**config.mk**
```make
export PLATFORM = sky130hd
export DESIGN_NAME = slavecontroller
export DESIGN_NICKNAME = d
export VERILOG_FILES = /design/src/rtl/slavecontroller_pkg.sv /design/src/rtl/slavecontroller.sv
export SDC_FILE = /design/constraint.sdc
export NUM_CORES = 1
export LEC_CHECK = 0
export ABC_AREA = 1
export BUFFER_PORTS_ARGS = -buffer_cell sky130_fd_sc_hd__buf_2
export CAP_MARGIN = 20
export CORE_UTILIZATION = 30
export CTS_CLUSTER_SIZE = 30
export DETAILED_ROUTE_END_ITERATION = 10
export GPL_ROUTABILITY_DRIVEN = 0
export GPL_TIMING_DRIVEN = 0
export HOLD_SLACK_MARGIN = 0.05
export PLACE_DENSITY = 0.49
export SYNTH_ARGS = -nofsm -noshare
export SYNTH_HDL_FRONTEND = slang
export SYNTH_SLANG_ARGS = --single-unit
```
**constraint.sdc**
```tcl
create_clock -name clk -period 1.8 [get_ports clk]
set_input_delay 0.09 -clock clk [delete_from_list [all_inputs] [get_ports clk]]
set_output_delay 0.09 -clock clk [all_outputs]
set_load 0.005 [all_outputs]
```
**src/rtl/slavecontroller_pkg.sv**
```systemverilog
// Shared constants for the USB device-side transaction sequencer: PID codes,
// RXStatus error bit positions, transType codes and the FSM state type.
package slavecontroller_pkg;

    localparam logic [3:0] PID_OUT   = 4'h1;
    localparam logic [3:0] PID_IN    = 4'h9;
    localparam logic [3:0] PID_SETUP = 4'hD;
    localparam logic [3:0] PID_DATA0 = 4'h3;
    localparam logic [3:0] PID_DATA1 = 4'hB;
    localparam logic [3:0] PID_ACK   = 4'h2;
    localparam logic [3:0] PID_NAK   = 4'hA;
    localparam logic [3:0] PID_STALL = 4'hE;

    localparam int SC_CRC_ERROR_BIT       = 0;
    localparam int SC_BIT_STUFF_ERROR_BIT = 1;
    localparam int SC_RX_OVERFLOW_BIT     = 2;
    localparam int SC_RX_TIME_OUT_BIT     = 3;

    localparam logic [1:0] SC_SETUP    = 2'd0;
    localparam logic [1:0] SC_IN       = 2'd1;
    localparam logic [1:0] SC_OUTDATA0 = 2'd2;
    localparam logic [1:0] SC_OUTDATA1 = 2'd3;

    typedef enum logic [3:0] {
        ST_IDLE,
        ST_WAIT_RDY,
        ST_WAIT_TOKEN,
        ST_CHK_TOKEN,
        ST_CHK_EP,
        ST_IN_SEL,
        ST_HS_SEND,
        ST_CLR_WEN,
        ST_WAIT_SENT,
        ST_IN_WAIT_ACK,
        ST_RX_REQ,
        ST_RX_WAIT_DATA,
        ST_RX_CHK
    } sc_state_t;

    function automatic logic rx_error(input logic [7:0] status);
        return status[SC_CRC_ERROR_BIT] | status[SC_BIT_STUFF_ERROR_BIT] |
               status[SC_RX_OVERFLOW_BIT] | status[SC_RX_TIME_OUT_BIT];
    endfunction

    function automatic logic is_data_pid(input logic [3:0] pid);
        return (pid == PID_DATA0) || (pid == PID_DATA1);
    endfunction

endpackage

```
**src/rtl/slavecontroller.sv**
```systemverilog
// USB device-side transaction sequencer: answers tokens addressed to this
// device with data or handshakes and reports completed transactions.
module slavecontroller
    import slavecontroller_pkg::*;
#(
    parameter int NUM_ENDPOINTS = 4,
    parameter int ENDP_SEL_W    = 2
) (
    input  logic                  clk,
    input  logic                  rst,
    input  logic                  SCGlobalEn,
    input  logic [6:0]            USBAddress,
    output logic                  getPacketREn,
    input  logic                  getPacketRdy,
    input  logic [3:0]            RXPacketPID,
    input  logic [6:0]            RXAddr,
    input  logic [3:0]            RXEndP,
    input  logic [7:0]            RXStatus,
    output logic                  sendPacketWEn,
    output logic [3:0]            sendPacketPID,
    input  logic                  sendPacketRdy,
    output logic [ENDP_SEL_W-1:0] endPointSel,
    input  logic                  EPEnable,
    input  logic                  EPReady,
    input  logic                  EPStall,
    input  logic                  EPDataSeq,
    output logic                  transDone,
    output logic                  clrEPRdy,
    output logic                  toggleDataSeq,
    output logic [1:0]            transType
);

    localparam logic [4:0] NUM_EP = 5'(NUM_ENDPOINTS);

    sc_state_t  state;
    logic [3:0] tok_pid;
    logic [3:0] hs_pid;
    logic [3:0] in_reply;
    logic       rx_err;
    logic       token_ok;
    logic       rx_seq;

    assign rx_err   = rx_error(RXStatus);
    assign rx_seq   = (RXPacketPID == PID_DATA1);
    assign token_ok = !rx_err &&
                      (RXPacketPID == PID_IN || RXPacketPID == PID_OUT || RXPacketPID == PID_SETUP) &&
                      (RXAddr == USBAddress) && ({1'b0, RXEndP} < NUM_EP);

    always_comb begin
        in_reply = EPDataSeq ? PID_DATA1 : PID_DATA0;
        if (EPStall)
            in_reply = PID_STALL;
        else if (!EPReady)
            in_reply = PID_NAK;
    end

    // Ready-wait states ignore the cycle in which their own request pulse is
    // still high, since the peer's ready has not dropped yet.
    always_ff @(posedge clk or negedge rst) begin
        if (!rst) begin
            state         <= ST_IDLE;
            tok_pid       <= '0;
            hs_pid        <= '0;
            getPacketREn  <= 1'b0;
            sendPacketWEn <= 1'b0;
            sendPacketPID <= '0;
            endPointSel   <= '0;
            transDone     <= 1'b0;
            clrEPRdy      <= 1'b0;
            toggleDataSeq <= 1'b0;
            transType     <= '0;
        end else begin
            getPacketREn  <= 1'b0;
            sendPacketWEn <= 1'b0;
            transDone     <= 1'b0;
            clrEPRdy      <= 1'b0;
            toggleDataSeq <= 1'b0;
            case (state)
                ST_IDLE:
                    if (SCGlobalEn) state <= ST_WAIT_RDY;
                ST_WAIT_RDY:
                    if (!SCGlobalEn) begin
                        state <= ST_IDLE;
                    end else if (getPacketRdy) begin
                        getPacketREn <= 1'b1;
                        state        <= ST_WAIT_TOKEN;
                    end
                ST_WAIT_TOKEN:
                    if (!getPacketREn && getPacketRdy) state <= ST_CHK_TOKEN;
                ST_CHK_TOKEN:
                    if (token_ok) begin
                        endPointSel <= RXEndP[ENDP_SEL_W-1:0];
                        tok_pid     <= RXPacketPID;
                        state       <= ST_CHK_EP;
                    end else begin
                        state <= ST_WAIT_RDY;
                    end
                ST_CHK_EP:
                    if (!EPEnable)
                        state <= ST_WAIT_RDY;
                    else if (tok_pid == PID_IN)
                        state <= ST_IN_SEL;
                    else
                        state <= ST_RX_REQ;
                ST_IN_SEL:
                    if (sendPacketRdy) begin
                        sendPacketWEn <= 1'b1;
                        sendPacketPID <= in_reply;
                        state         <= ST_CLR_WEN;
                    end
                ST_HS_SEND:
                    if (sendPacketRdy) begin
                        sendPacketWEn <= 1'b1;
                        sendPacketPID <= hs_pid;
                        state         <= ST_CLR_WEN;
                    end
                ST_CLR_WEN:
                    state <= ST_WAIT_SENT;
                ST_WAIT_SENT:
                    if (sendPacketRdy) begin
                        if (is_data_pid(sendPacketPID)) begin
                            getPacketREn <= 1'b1;
                            state        <= ST_IN_WAIT_ACK;
                        end else begin
                            state <= ST_WAIT_RDY;
                        end
                    end
                ST_IN_WAIT_ACK:
                    if (!getPacketREn && getPacketRdy) begin
                        if (RXPacketPID == PID_ACK && !rx_err) begin
                            transDone     <= 1'b1;
                            clrEPRdy      <= 1'b1;
                            toggleDataSeq <= 1'b1;
                            transType     <= SC_IN;
                        end
                        state <= ST_WAIT_RDY;
                    end
                ST_RX_REQ: begin
                    getPacketREn <= 1'b1;
                    state        <= ST_RX_WAIT_DATA;
                end
                ST_RX_WAIT_DATA:
                    if (!getPacketREn && getPacketRdy) state <= ST_RX_CHK;
                // Handshake PID is latched here because the endpoint toggle
                // may flip before the handshake actually goes out.
                ST_RX_CHK:
                    if (rx_err || !is_data_pid(RXPacketPID)) begin
                        state <= ST_WAIT_RDY;
                    end else begin
                        state  <= ST_HS_SEND;
                        hs_pid <= PID_ACK;
                        if (tok_pid == PID_SETUP) begin
                            transDone     <= 1'b1;
                            clrEPRdy      <= 1'b1;
                            toggleDataSeq <= !EPDataSeq;
                            transType     <= SC_SETUP;
                        end else if (EPStall) begin
                            hs_pid <= PID_STALL;
                        end else if (!EPReady) begin
                            hs_pid <= PID_NAK;
                        end else if (rx_seq == EPDataSeq) begin
                            transDone     <= 1'b1;
                            clrEPRdy      <= 1'b1;
                            toggleDataSeq <= 1'b1;
                            transType     <= rx_seq ? SC_OUTDATA1 : SC_OUTDATA0;
                        end
                    end
                default:
                    state <= ST_IDLE;
            endcase
        end
    end

endmodule

```
==> results.cfg, run 1 <==
[clock_network]
clk_pin_slew_ns = 0.08
cts-resized-gates = 0
root_buffer = sky130_fd_sc_hd__clkbuf_8
total_clock_buffers_created_by_cts = 3
hold_buffers = 1
clock-sinks = 23
number_of_setup_buffers_added_after_cts = 0
insertion_delay_ns = 0.27
cts_max_level = 1
clock_tree.buffer_depth = 2
cts_tree = built

[timing]
grt_setup_unrepaired = false
fin_tns_setup_ns = 0
clock_skew_ns = 0.007905
final_min_period_over_clock_period_pct = 84.75
post-route-min-period_ns = 1.525
timing.fmax_ghz = 0.6555
final_hold_viol_count = 0
final_setup_violation_count = 0
slew_violations = 0
worst_slew_margin_rel_pct = 64.50
transition_time_at_the_pin_with_the_least_slew_margin_ns = 0.5326

[drt]
wirelength_um = 3878
drt_iter0_drc = 60
route.vias.total = 1661
post-route-drc-count = 0
vias_per_cell = 4.418
ant_nets = 0
detail_route.wl_per_cell_um = 10.31
dr.pass1.iters = 4

[layout]
design.final.nets = 346
finalCoreUtilization_pct = 38.73
final_design_area_no_fill_um2 = 1991
antenna-diode-count = 0
n_fill_cell = 595
stdcell_count = 376
layout-drive-gt1-share_pct = 24.51
syn_to_final_growth_pct = 23.43

[yosys]
leading_area_contributor_after_synthesis = sky130_fd_sc_hd__dfrtp_1
synthesis.area_um2 = 1613
synthesis.instances = 254
synthAdderAreaFrac_pct = 0
synth-seq-area-share_pct = 35.69
synth_simple_gate_area_share_pct = 46.39
mappedNetlistNets = 293
dominant_combinational_cell_family_by_area_after_synthesis = simple AND/OR/NAND/NOR gates
yosys_warnings = 0
ys_types = 25
synth.area.mux_share_pct = 0
synth_top_area_share_pct = 35.69
synth-seq-cells = 23
synthTopCellsByArea = sky130_fd_sc_hd__dfrtp_1 36%, sky130_fd_sc_hd__nand2_1 19%, sky130_fd_sc_hd__inv_1 8.8%
syn_avg_cell_area_um2 = 6.350
synth-compound-area-share_pct = 6.749
yosys.area_share.xor_xnor_pct = 0

[grt]
antenna_found_initial = 0
vias_in_the_first_global_route = 1486
gr-usage-all-layers_pct = 15.13
grt_remaining_overflow = 0
grt_start_max_net_pins = 24
grt_pass1_wl_um = 6624

[worst_setup_path]
critPathCaptureType = flip-flop
rr_worst_depth = 9
startpoint_type = flip-flop
timing_worst_setup_path_type = flip-flop to flip-flop
critical_path_arrival_ns = 1.69
critical_path.max_fanout = 7
worst-endpoint-required_ns = 1.96
reg2reg_slack_ns = 0.27
crit-reg2reg-capture = transType[0]$_DFFE_PN0P_
reg2reg_from = state[1]$_DFFE_PN0P_

[worst_hold_path]
hold_class = input pin to flip-flop
timing.hold.worst_endpoint = endPointSel[1]$_DFFE_PN0P_
hp-start = RXEndP[1]
hold_depth = 3

[power]
total_power_consumption_mw = 1.539
share_seq_of_total_power_pct = 42.9
netSwitchingPower_uw = 575.9
internal_power_uw = 963.1
power-per-cell-area_nw_per_um2 = 773.1
cellLeakagePower_nw = 1.155
power.share.switching_pct = 37.42
ir_drop_mv = 0.3122
power_frac_comb_pct = 36.0
clock_power_share_pct = 21.1

[floorplan]
die_h_um = 75.32
die_w_um = 75.32
row_count = 26
floorplan.core_area_um2 = 5140
floorplan.die_area_um2 = 5673
num_io_pins = 52
start_util_pct = 31.38

[run_status]
run_status = complete, no violations

[placement]
placed_cell_count = 371
placement.cell_area_um2 = 1936
port_buffers = 47
dp.final_hpwl_um = 3224

[run]
cap_viol_max_count = 0
logic make-up (layout without fill, tap and decap cells):
group	after synthesis	count (layout)
AND/OR/NAND/NOR	166	166
AO/OA/AOI/OAI	18	18
flip-flops	23	23
buffers and inverters	47	99
worst max path at each step:
| stage | start | end | slack (ns) | cells after the start |
|---|---|---|---|---|
| final | state[1]$_DFFE_PN0P_ | transType[0]$_DFFE_PN0P_ | 0.27 | 9 |
| after detailed placement | state[2]$_DFFE_PN0P_ | endPointSel[1]$_DFFE_PN0P_ | 0.28 | 6 |
| after global routing | state[1]$_DFFE_PN0P_ | transType[0]$_DFFE_PN0P_ | 0.10 | 9 |
| after CTS | state[2]$_DFFE_PN0P_ | tok_pid[3]$_DFFE_PN0P_ | 0.26 | 6 |
| after global placement | state[2]$_DFFE_PN0P_ | tok_pid[3]$_DFFE_PN0P_ | 0.28 | 6 |
| after floorplan | state[2]$_DFFE_PN0P_ | toggleDataSeq$_DFF_PN0_ | 0.53 | 6 |
per-stage QoR:
| step | setup slack [ns] | hold WS, ns |
|---|---|---|
| 2_1_floorplan | 0.5291 | -0.2056 |
| 3_3_place_gp | 0.2755 | 0.1105 |
| 3_5_place_dp | 0.2760 | 0.1109 |
| 4_1_cts | 0.2637 | 0.05906 |
| 5_1_grt | 0.1050 | 0.08058 |
| 6_report | 0.2745 | 0.06261 |
cell type report:
type / instances / area [um2] / share of cell area [%]
plain buffers: 1 / 7.507 / 0.3771
flip-flops and latches: 23 / 575.6 / 28.91
repair buffers: 48 / 245.2 / 12.32
clock buffers: 4 / 45.04 / 2.263
multi-input cells: 184 / 857.1 / 43.05
inverters: 46 / 172.7 / 8.674
well taps: 70 / 87.58 / 4.400
placed cells by master (no fill, tap or decap):
master and instances:
sky130_fd_sc_hd__nand3b_1 3, sky130_fd_sc_hd__o211ai_1 1, sky130_fd_sc_hd__nor2_1 32, sky130_fd_sc_hd__a21oi_2 1, sky130_fd_sc_hd__o21ai_1 5, sky130_fd_sc_hd__nor2_2 3
sky130_fd_sc_hd__nand3_4 1, sky130_fd_sc_hd__nand4_1 11, sky130_fd_sc_hd__dfrtp_1 23, sky130_fd_sc_hd__nor3_2 1, sky130_fd_sc_hd__clkbuf_8 3, sky130_fd_sc_hd__nand2_2 8
sky130_fd_sc_hd__or3_1 1, sky130_fd_sc_hd__inv_1 38, sky130_fd_sc_hd__or2_2 1, sky130_fd_sc_hd__buf_2 47, sky130_fd_sc_hd__a21oi_1 2, sky130_fd_sc_hd__o31ai_1 1
sky130_fd_sc_hd__dlygate4sd3_1 1, sky130_fd_sc_hd__inv_2 8, sky130_fd_sc_hd__buf_4 1, sky130_fd_sc_hd__nand2_1 83, sky130_fd_sc_hd__o21a_1 1, sky130_fd_sc_hd__nand3_1 18
sky130_fd_sc_hd__o221ai_1 2, sky130_fd_sc_hd__nor2_4 1, sky130_fd_sc_hd__nor3_1 3, sky130_fd_sc_hd__clkbuf_1 1, sky130_fd_sc_hd__o21ai_0 5
synthesized netlist by cell type:
cell type and instances:
sky130_fd_sc_hd__inv_2 8, sky130_fd_sc_hd__dfrtp_1 23, sky130_fd_sc_hd__nand3_4 1, sky130_fd_sc_hd__nor2_4 1, sky130_fd_sc_hd__nand3_1 18, sky130_fd_sc_hd__nor2_2 3, sky130_fd_sc_hd__inv_1 38, sky130_fd_sc_hd__a21oi_2 1
sky130_fd_sc_hd__o211ai_1 1, sky130_fd_sc_hd__o31ai_1 1, sky130_fd_sc_hd__or2_2 1, sky130_fd_sc_hd__nand2_1 83, sky130_fd_sc_hd__nand4_1 11, sky130_fd_sc_hd__nor2_1 32, sky130_fd_sc_hd__nor3_2 1, sky130_fd_sc_hd__or3_1 1
sky130_fd_sc_hd__o21ai_0 5, sky130_fd_sc_hd__nand2_2 8, sky130_fd_sc_hd__o21ai_1 5, sky130_fd_sc_hd__buf_4 1, sky130_fd_sc_hd__nand3b_1 3, sky130_fd_sc_hd__o21a_1 1, sky130_fd_sc_hd__a21oi_1 2, sky130_fd_sc_hd__o221ai_1 2
sky130_fd_sc_hd__nor3_1 3
worst max-delay path: stages (launching register included):
cell and delay, ns:
sky130_fd_sc_hd__dfrtp_1 0.47, sky130_fd_sc_hd__inv_2 0.09, sky130_fd_sc_hd__nand2_2 0.15, sky130_fd_sc_hd__nor2_4 0.07
sky130_fd_sc_hd__o21ai_1 0.12, sky130_fd_sc_hd__nand3_1 0.10, sky130_fd_sc_hd__nor2_1 0.19, sky130_fd_sc_hd__nand2_1 0.11
sky130_fd_sc_hd__nand2_1 0.08, sky130_fd_sc_hd__nand2_1 0.04
per-layer routing:
layer | vias to the layer above | track usage (%) | wire, um
li1 | 902 | - | -
met1 | 726 | 19.92 | 1897
met2 | 31 | 25.89 | 1804
met3 | 2 | 2.910 | 157
met4 | 0 | 3.086 | 19
met5 | - | 0 | 0
sequential cells by signal, summed over array words and instances (netlist names):
signal	flops
state	4
hs_pid	3
sendPacketPID	4
transType	2
sendPacketWEn	1
clrEPRdy	1
toggleDataSeq	1
tok_pid	4
endPointSel	2
getPacketREn	1
power groups by stage:
stage,Sequential [mW],Combinational (mW),Clock [mW]
after floorplan,0.669,0.362,0
after CTS,0.661,0.562,0.338
final,0.660,0.555,0.325
after detailed placement,0.671,0.558,0
after global routing,0.676,0.649,0.351
after global placement,0.670,0.560,0
(Power assumes the default switching activity.)
==> inputs of run 2 (changes only) <==
Settings changed: PLACE_DENSITY 0.49 to 0.51.
Clock period 1.8 ns to 1.3 ns, I/O delays scaled along.
==> run 2 against run 1 <==
Effect of this change: the run now ends with negative setup slack left; critical path type unchanged; cell area up 19%; combinational power increased by 100%; critical path depth is 3 lower; total power increased by 64%; setup slack worse by 0.37 ns; maximum frequency up 9.7%; non-clock buffer count grew 21; clock skew fell by 0.0061 ns; first-iteration DRC count shrank 60%; hold slack better by 0.024 ns; via count increased by 8.2%.
==> results.cfg, run 2 (synthesis gave the netlist of run 1 again) <==
[timing]
final_setup_violation_count = 10
worst_slew_margin_rel_pct = 65.61
post-route-min-period_ns = 1.391
transition_time_at_the_pin_with_the_least_slew_margin_ns = 0.5158
fin_tns_setup_ns = -0.5186
timing.fmax_ghz = 0.7188
clock_skew_ns = 0.001770
final_min_period_over_clock_period_pct = 107.0
worst_hold_slack_ns = 0.08629
final_critical_path_setup_slack_ns = -0.09115
final_hold_viol_count = 0
slew_violations = 0
grt_setup_unrepaired = true

[drt]
drt_iter0_drc = 24
vias_per_cell = 4.529
post-route-drc-count = 0
route.vias.total = 1798
dr.pass1.iters = 4
detail_route.wl_per_cell_um = 10.97
wirelength_um = 4357
ant_nets = 0

[placement]
place_worst_setup_slack_ns = -0.2061
port_buffers = 47
dp.final_hpwl_um = 3147

[clock_network]
cts_max_level = 1
root_buffer = sky130_fd_sc_hd__clkbuf_8
total_clock_buffers_created_by_cts = 3
clk_pin_slew_ns = 0.08
clock-sinks = 23
clock_tree.buffer_depth = 2
insertion_delay_ns = 0.27
cts_tree = built

[worst_setup_path]
reg2reg_slack_ns = -0.09
reg2reg_from = state[1]$_DFFE_PN0P_
worst-endpoint-required_ns = 1.48
critical_path_arrival_ns = 1.57
startpoint_type = flip-flop
crit-reg2reg-capture = hs_pid[2]$_DFFE_PN0P_
critical_path.max_fanout = 6
rr_worst_depth = 6
cp-startpoint = state[1]$_DFFE_PN0P_
critPathCaptureType = flip-flop
timing_worst_setup_path_type = flip-flop to flip-flop
endpoint = hs_pid[2]$_DFFE_PN0P_

[grt]
grt_start_max_net_pins = 24
antenna_found_initial = 0
gr-usage-all-layers_pct = 16.55
vias_in_the_first_global_route = 1676
grt_pass1_wl_um = 7134
grt_remaining_overflow = 0

[floorplan]
die_w_um = 75.32
floorplan.die_area_um2 = 5673
die_h_um = 75.32
row_count = 26
start_util_pct = 31.38
num_io_pins = 52
floorplan.core_area_um2 = 5140

[run_status]
run_status = finished with violations
violations = negative setup slack

[power]
ir_drop_mv = 0.5446
power-per-cell-area_nw_per_um2 = 1065
cellLeakagePower_nw = 1.324

[layout]
layout-drive-gt1-share_pct = 37.61
mostFrequentLayoutCell = sky130_fd_sc_hd__nand2_1
top_regs = sendPacketPID: 4 flops, state: 4 flops, tok_pid: 4 flops
antenna-diode-count = 0
syn_to_final_growth_pct = 46.63
most-common-layout-cells = 75 x sky130_fd_sc_hd__nand2_1, 47 x sky130_fd_sc_hd__buf_2, 38 x sky130_fd_sc_hd__inv_1
n_fill_cell = 552
design.final.nets = 367

[worst_hold_path]
hold_class = input pin to flip-flop

[run]
cap_viol_max_count = 0
[run 2: worst min-delay path by stage]
stage | startpoint | endpoint | cells past startpoint
floorplan | rst | clrEPRdy$_DFF_PN0_ | 0
global placement | rst | toggleDataSeq$_DFF_PN0_ | 1
detailed placement | rst | clrEPRdy$_DFF_PN0_ | 1
CTS | RXPacketPID[2] | tok_pid[2]$_DFFE_PN0P_ | 3
global route | RXPacketPID[2] | tok_pid[2]$_DFFE_PN0P_ | 3
finish | RXPacketPID[2] | tok_pid[2]$_DFFE_PN0P_ | 3
[run 2: final cells by class]
type                    instances  area, um2  share of cell area (%)
multi-input cells             184       1031                   43.60
flip-flops and latches         23      580.6                   24.55
repair buffers                 69      429.2                   18.15
inverters                      46      182.7                   7.725
well taps                      70      87.58                   3.704
clock buffers                   3      41.29                   1.746
plain buffers                   1      7.507                  0.3175
clock inverters                 1      5.005                  0.2116
[run 2: layer usage]
metal | global-route usage (%) | vias up | wire length, um
met1 | 20.59 | 816 | 1931
met2 | 28.87 | 35 | 2227
met5 | 0 | - | 0
met3 | 3.307 | 5 | 156
li1 | - | 942 | -
met4 | 5.144 | 0 | 42
[run 2: through the flow]
| stage | area [um2] | util (%) | total power [mW] | std cells |
|---|---|---|---|---|
| floorplan | 1613 | - | 1.428 | 254 |
| global placement | 1936 | 37.66 | 1.695 | 371 |
| detailed placement | 1936 | 37.66 | 1.699 | 371 |
| CTS | 2152 | 41.87 | 2.309 | 388 |
| global route | 2365 | 46.01 | 2.731 | 397 |
| finish | 2365 | 46.01 | 2.519 | 397 |
[run 2: timing repair]
item                                    4_1_cts  5_1_grt
gates resized for setup                      18       39
hold endpoints to repair                     26        0
endpoints found under the setup margin       20       21
buffers inserted                              9       10
pin swaps                                    14       19
hold buffers                                  4        0
[run 2: power by group]
| part | internal [mW] | switching [mW] |
|---|---|---|
| registers | 0.827 | 0.122 |
| logic | 0.481 | 0.628 |
| clock network | 0.215 | 0.247 |
[run 2: critical path, cell delays in order (launching register included)]
cell and delay [ns]:
sky130_fd_sc_hd__dfrtp_2 0.48, sky130_fd_sc_hd__inv_4 0.11, sky130_fd_sc_hd__nand2_4 0.08, sky130_fd_sc_hd__nor2_4 0.18, sky130_fd_sc_hd__nand2_4 0.11, sky130_fd_sc_hd__buf_4 0.16
sky130_fd_sc_hd__o31ai_1 0.18
==> inputs of run 3 (changes only) <==
Settings changed: CORE_UTILIZATION 30 to 40, PLACE_DENSITY 0.51 to 0.65, SLEW_MARGIN from default to 25.
==> run 3 against run 2 <==
Effect of this change: the flow still finishes with violations (negative setup slack); sequential share of layout area increased by 0.79 points; clock power decreased by 1%; final cell count decreased by 6.3%; first-iteration DRC count increased to 3.2 times the previous value; routed wire length decreased by 5.1%; combinational power increased by 7%; global-route usage increased by 4.3 points; flip-flop and latch count unchanged; utilization increased by 15 points; critical endpoint is now toggleDataSeq$_DFF_PN0_; largest cell class unchanged.
==> results.cfg, run 3 (synthesis gave the netlist of run 1 again) <==
[drt]
ant_nets = 0
post-route-drc-count = 0
drt_iter0_drc = 76
vias_per_cell = 4.774
route.vias.total = 1776
wirelength_um = 4134
detail_route.wl_per_cell_um = 11.11
dr.pass1.iters = 4

[clock_network]
clock-sinks = 23
total_clock_buffers_created_by_cts = 3
root_buffer = sky130_fd_sc_hd__clkbuf_8
clock_tree.buffer_depth = 2
cts_tree = built
cts_max_level = 1
clk_pin_slew_ns = 0.08
insertion_delay_ns = 0.27

[worst_setup_path]
timing_worst_setup_path_type = flip-flop to flip-flop
startpoint_type = flip-flop
crit_slowest_cell = sky130_fd_sc_hd__dfrtp_2
worstPathCellList = inv_4 -> nand2_4 -> nor2_4 -> inv_2 -> or3_4 -> o21ai_1
critPathMaxStageDelay_ns = 0.47
worst-path-buf-inv = 2
worst-endpoint-required_ns = 1.50
critPathCaptureType = flip-flop
critical_path_arrival_ns = 1.59
largest_delay_share_family_worst_path = simple AND/OR/NAND/NOR gates
critical_path.max_fanout = 5

[placement]
dp.final_hpwl_um = 2923
port_buffers = 47
placed_cell_count = 349

[timing]
clock_skew_ns = 0.004299
transition_time_at_the_pin_with_the_least_slew_margin_ns = 0.5272
post-route-min-period_ns = 1.386
grt_setup_unrepaired = true
timing.fmax_ghz = 0.7217
worst_hold_slack_ns = 0.06235
final_critical_path_setup_slack_ns = -0.08558
fin_tns_setup_ns = -0.4829
final_hold_viol_count = 0
final_setup_violation_count = 10
final_min_period_over_clock_period_pct = 106.6
worst_slew_margin_rel_pct = 64.85
slew_violations = 0

[power]
power.share.switching_pct = 39.63
internal_power_mw = 1.567
cellLeakagePower_nw = 1.318
netSwitchingPower_mw = 1.029
power_frac_comb_pct = 45.7
power-per-cell-area_nw_per_um2 = 1133
ir_drop_mv = 0.6567
clock_power_share_pct = 17.6
total_power_consumption_mw = 2.596
share_seq_of_total_power_pct = 36.7

[layout]
n_fill_cell = 347
syn_to_final_growth_pct = 42.05
layout-drive-gt1-share_pct = 36.42
design.final.nets = 364
most-common-layout-cells = 76 x sky130_fd_sc_hd__nand2_1, 47 x sky130_fd_sc_hd__buf_2, 38 x sky130_fd_sc_hd__inv_1
mostFrequentLayoutCell = sky130_fd_sc_hd__nand2_1
top_regs = sendPacketPID: 4 flops, state: 4 flops, tok_pid: 4 flops
antenna-diode-count = 0
stdcell_count = 372
finalCoreUtilization_pct = 60.75

[run_status]
violations = negative setup slack
run_status = finished with violations

[floorplan]
start_util_pct = 42.77
num_io_pins = 52
row_count = 22
floorplan.core_area_um2 = 3771
die_w_um = 65.50
floorplan.die_area_um2 = 4290
die_h_um = 65.50

[grt]
grt_pass1_wl_um = 6748
antenna_found_initial = 0
grt_remaining_overflow = 0
gr-usage-all-layers_pct = 20.80
vias_in_the_first_global_route = 1658
grt_start_max_net_pins = 24

[worst_hold_path]
hold_class = input pin to flip-flop

[run]
cap_viol_max_count = 0
==> run 3: cell types whose count changed in the layout (fill, tap and decap cells not counted), sizes merged <==
cell / delta
buf: -2
dlygate4sd3: -1
==> run 3: final cells by class <==
type | instances | area, um2 | area share, %
well taps | 48 | 60.06 | 2.622
inverters | 46 | 177.7 | 7.755
multi-input cells | 184 | 1015 | 44.29
plain buffers | 1 | 7.507 | 0.3277
repair buffers | 66 | 404.1 | 17.64
clock buffers | 3 | 41.29 | 1.802
clock inverters | 1 | 5.005 | 0.2185
flip-flops and latches | 23 | 580.6 | 25.34
==> run 3: power by group through the flow <==
| stage | Sequential, mW | Clock, mW | Combinational (mW) |
|---|---|---|---|
| floorplan | 0.927 | 0 | 0.502 |
| global placement | 0.925 | 0 | 0.760 |
| detailed placement | 0.929 | 0 | 0.766 |
| CTS | 0.924 | 0.479 | 1.03 |
| global route | 0.972 | 0.516 | 1.30 |
| finish | 0.953 | 0.456 | 1.19 |
==> run 3: worst reg2reg max path, stage by stage, from the launching register on <==
cell and delay [ns]:
sky130_fd_sc_hd__dfrtp_2 0.47, sky130_fd_sc_hd__inv_4 0.10, sky130_fd_sc_hd__nand2_4 0.08, sky130_fd_sc_hd__nor2_4 0.15
sky130_fd_sc_hd__inv_2 0.06, sky130_fd_sc_hd__or3_4 0.39, sky130_fd_sc_hd__o21ai_1 0.08
==> run 3: path summary, 6_finish.rpt <==
path | from | to | slack (ns) | cells after the start
max | state[1]$_DFFE_PN0P_ | toggleDataSeq$_DFF_PN0_ | -0.09 | 6
min | RXEndP[1] | endPointSel[1]$_DFFE_PN0P_ | 0.06 | 3
min reg2reg | transType[1]$_DFFE_PN0P_ | transType[1]$_DFFE_PN0P_ | 0.47 | 2
min in group asynchronous | rst | toggleDataSeq$_DFF_PN0_ | 0.29 | 2
max reg2reg | state[1]$_DFFE_PN0P_ | toggleDataSeq$_DFF_PN0_ | -0.09 | 6
max in group asynchronous | rst | state[3]$_DFFE_PN0P_ | 0.62 | 2
==> run 3: metrics by stage <==
step / setup slack, ns / cell area [um2]
finish: -0.08558 / 2291
global route: -0.1550 / 2291
CTS: -0.06337 / 2193
detailed placement: -0.2069 / 1908
global placement: -0.1844 / 1908
floorplan: 0.02912 / 1613
==> run 3: layer usage <==
layer  vias up  wire length (um)  GRT usage [%]  part of all wire (%)
met4         0                44          8.967                   1.1
met3         4               145          5.208                   3.5
li1        940                 -              -                     -
met2        33              2093          36.73                    51
met5         -                 0              0                     0
met1       799              1850          23.48                    45
==> run 3: timing repair <==
item                                   4_1_cts  5_1_grt
setup endpoints to repair                   18       19
pin swaps                                   15       17
setup buffers                               14        2
endpoints found under the hold margin       25        0
resized for setup                           28       24
hold buffers                                 3        0
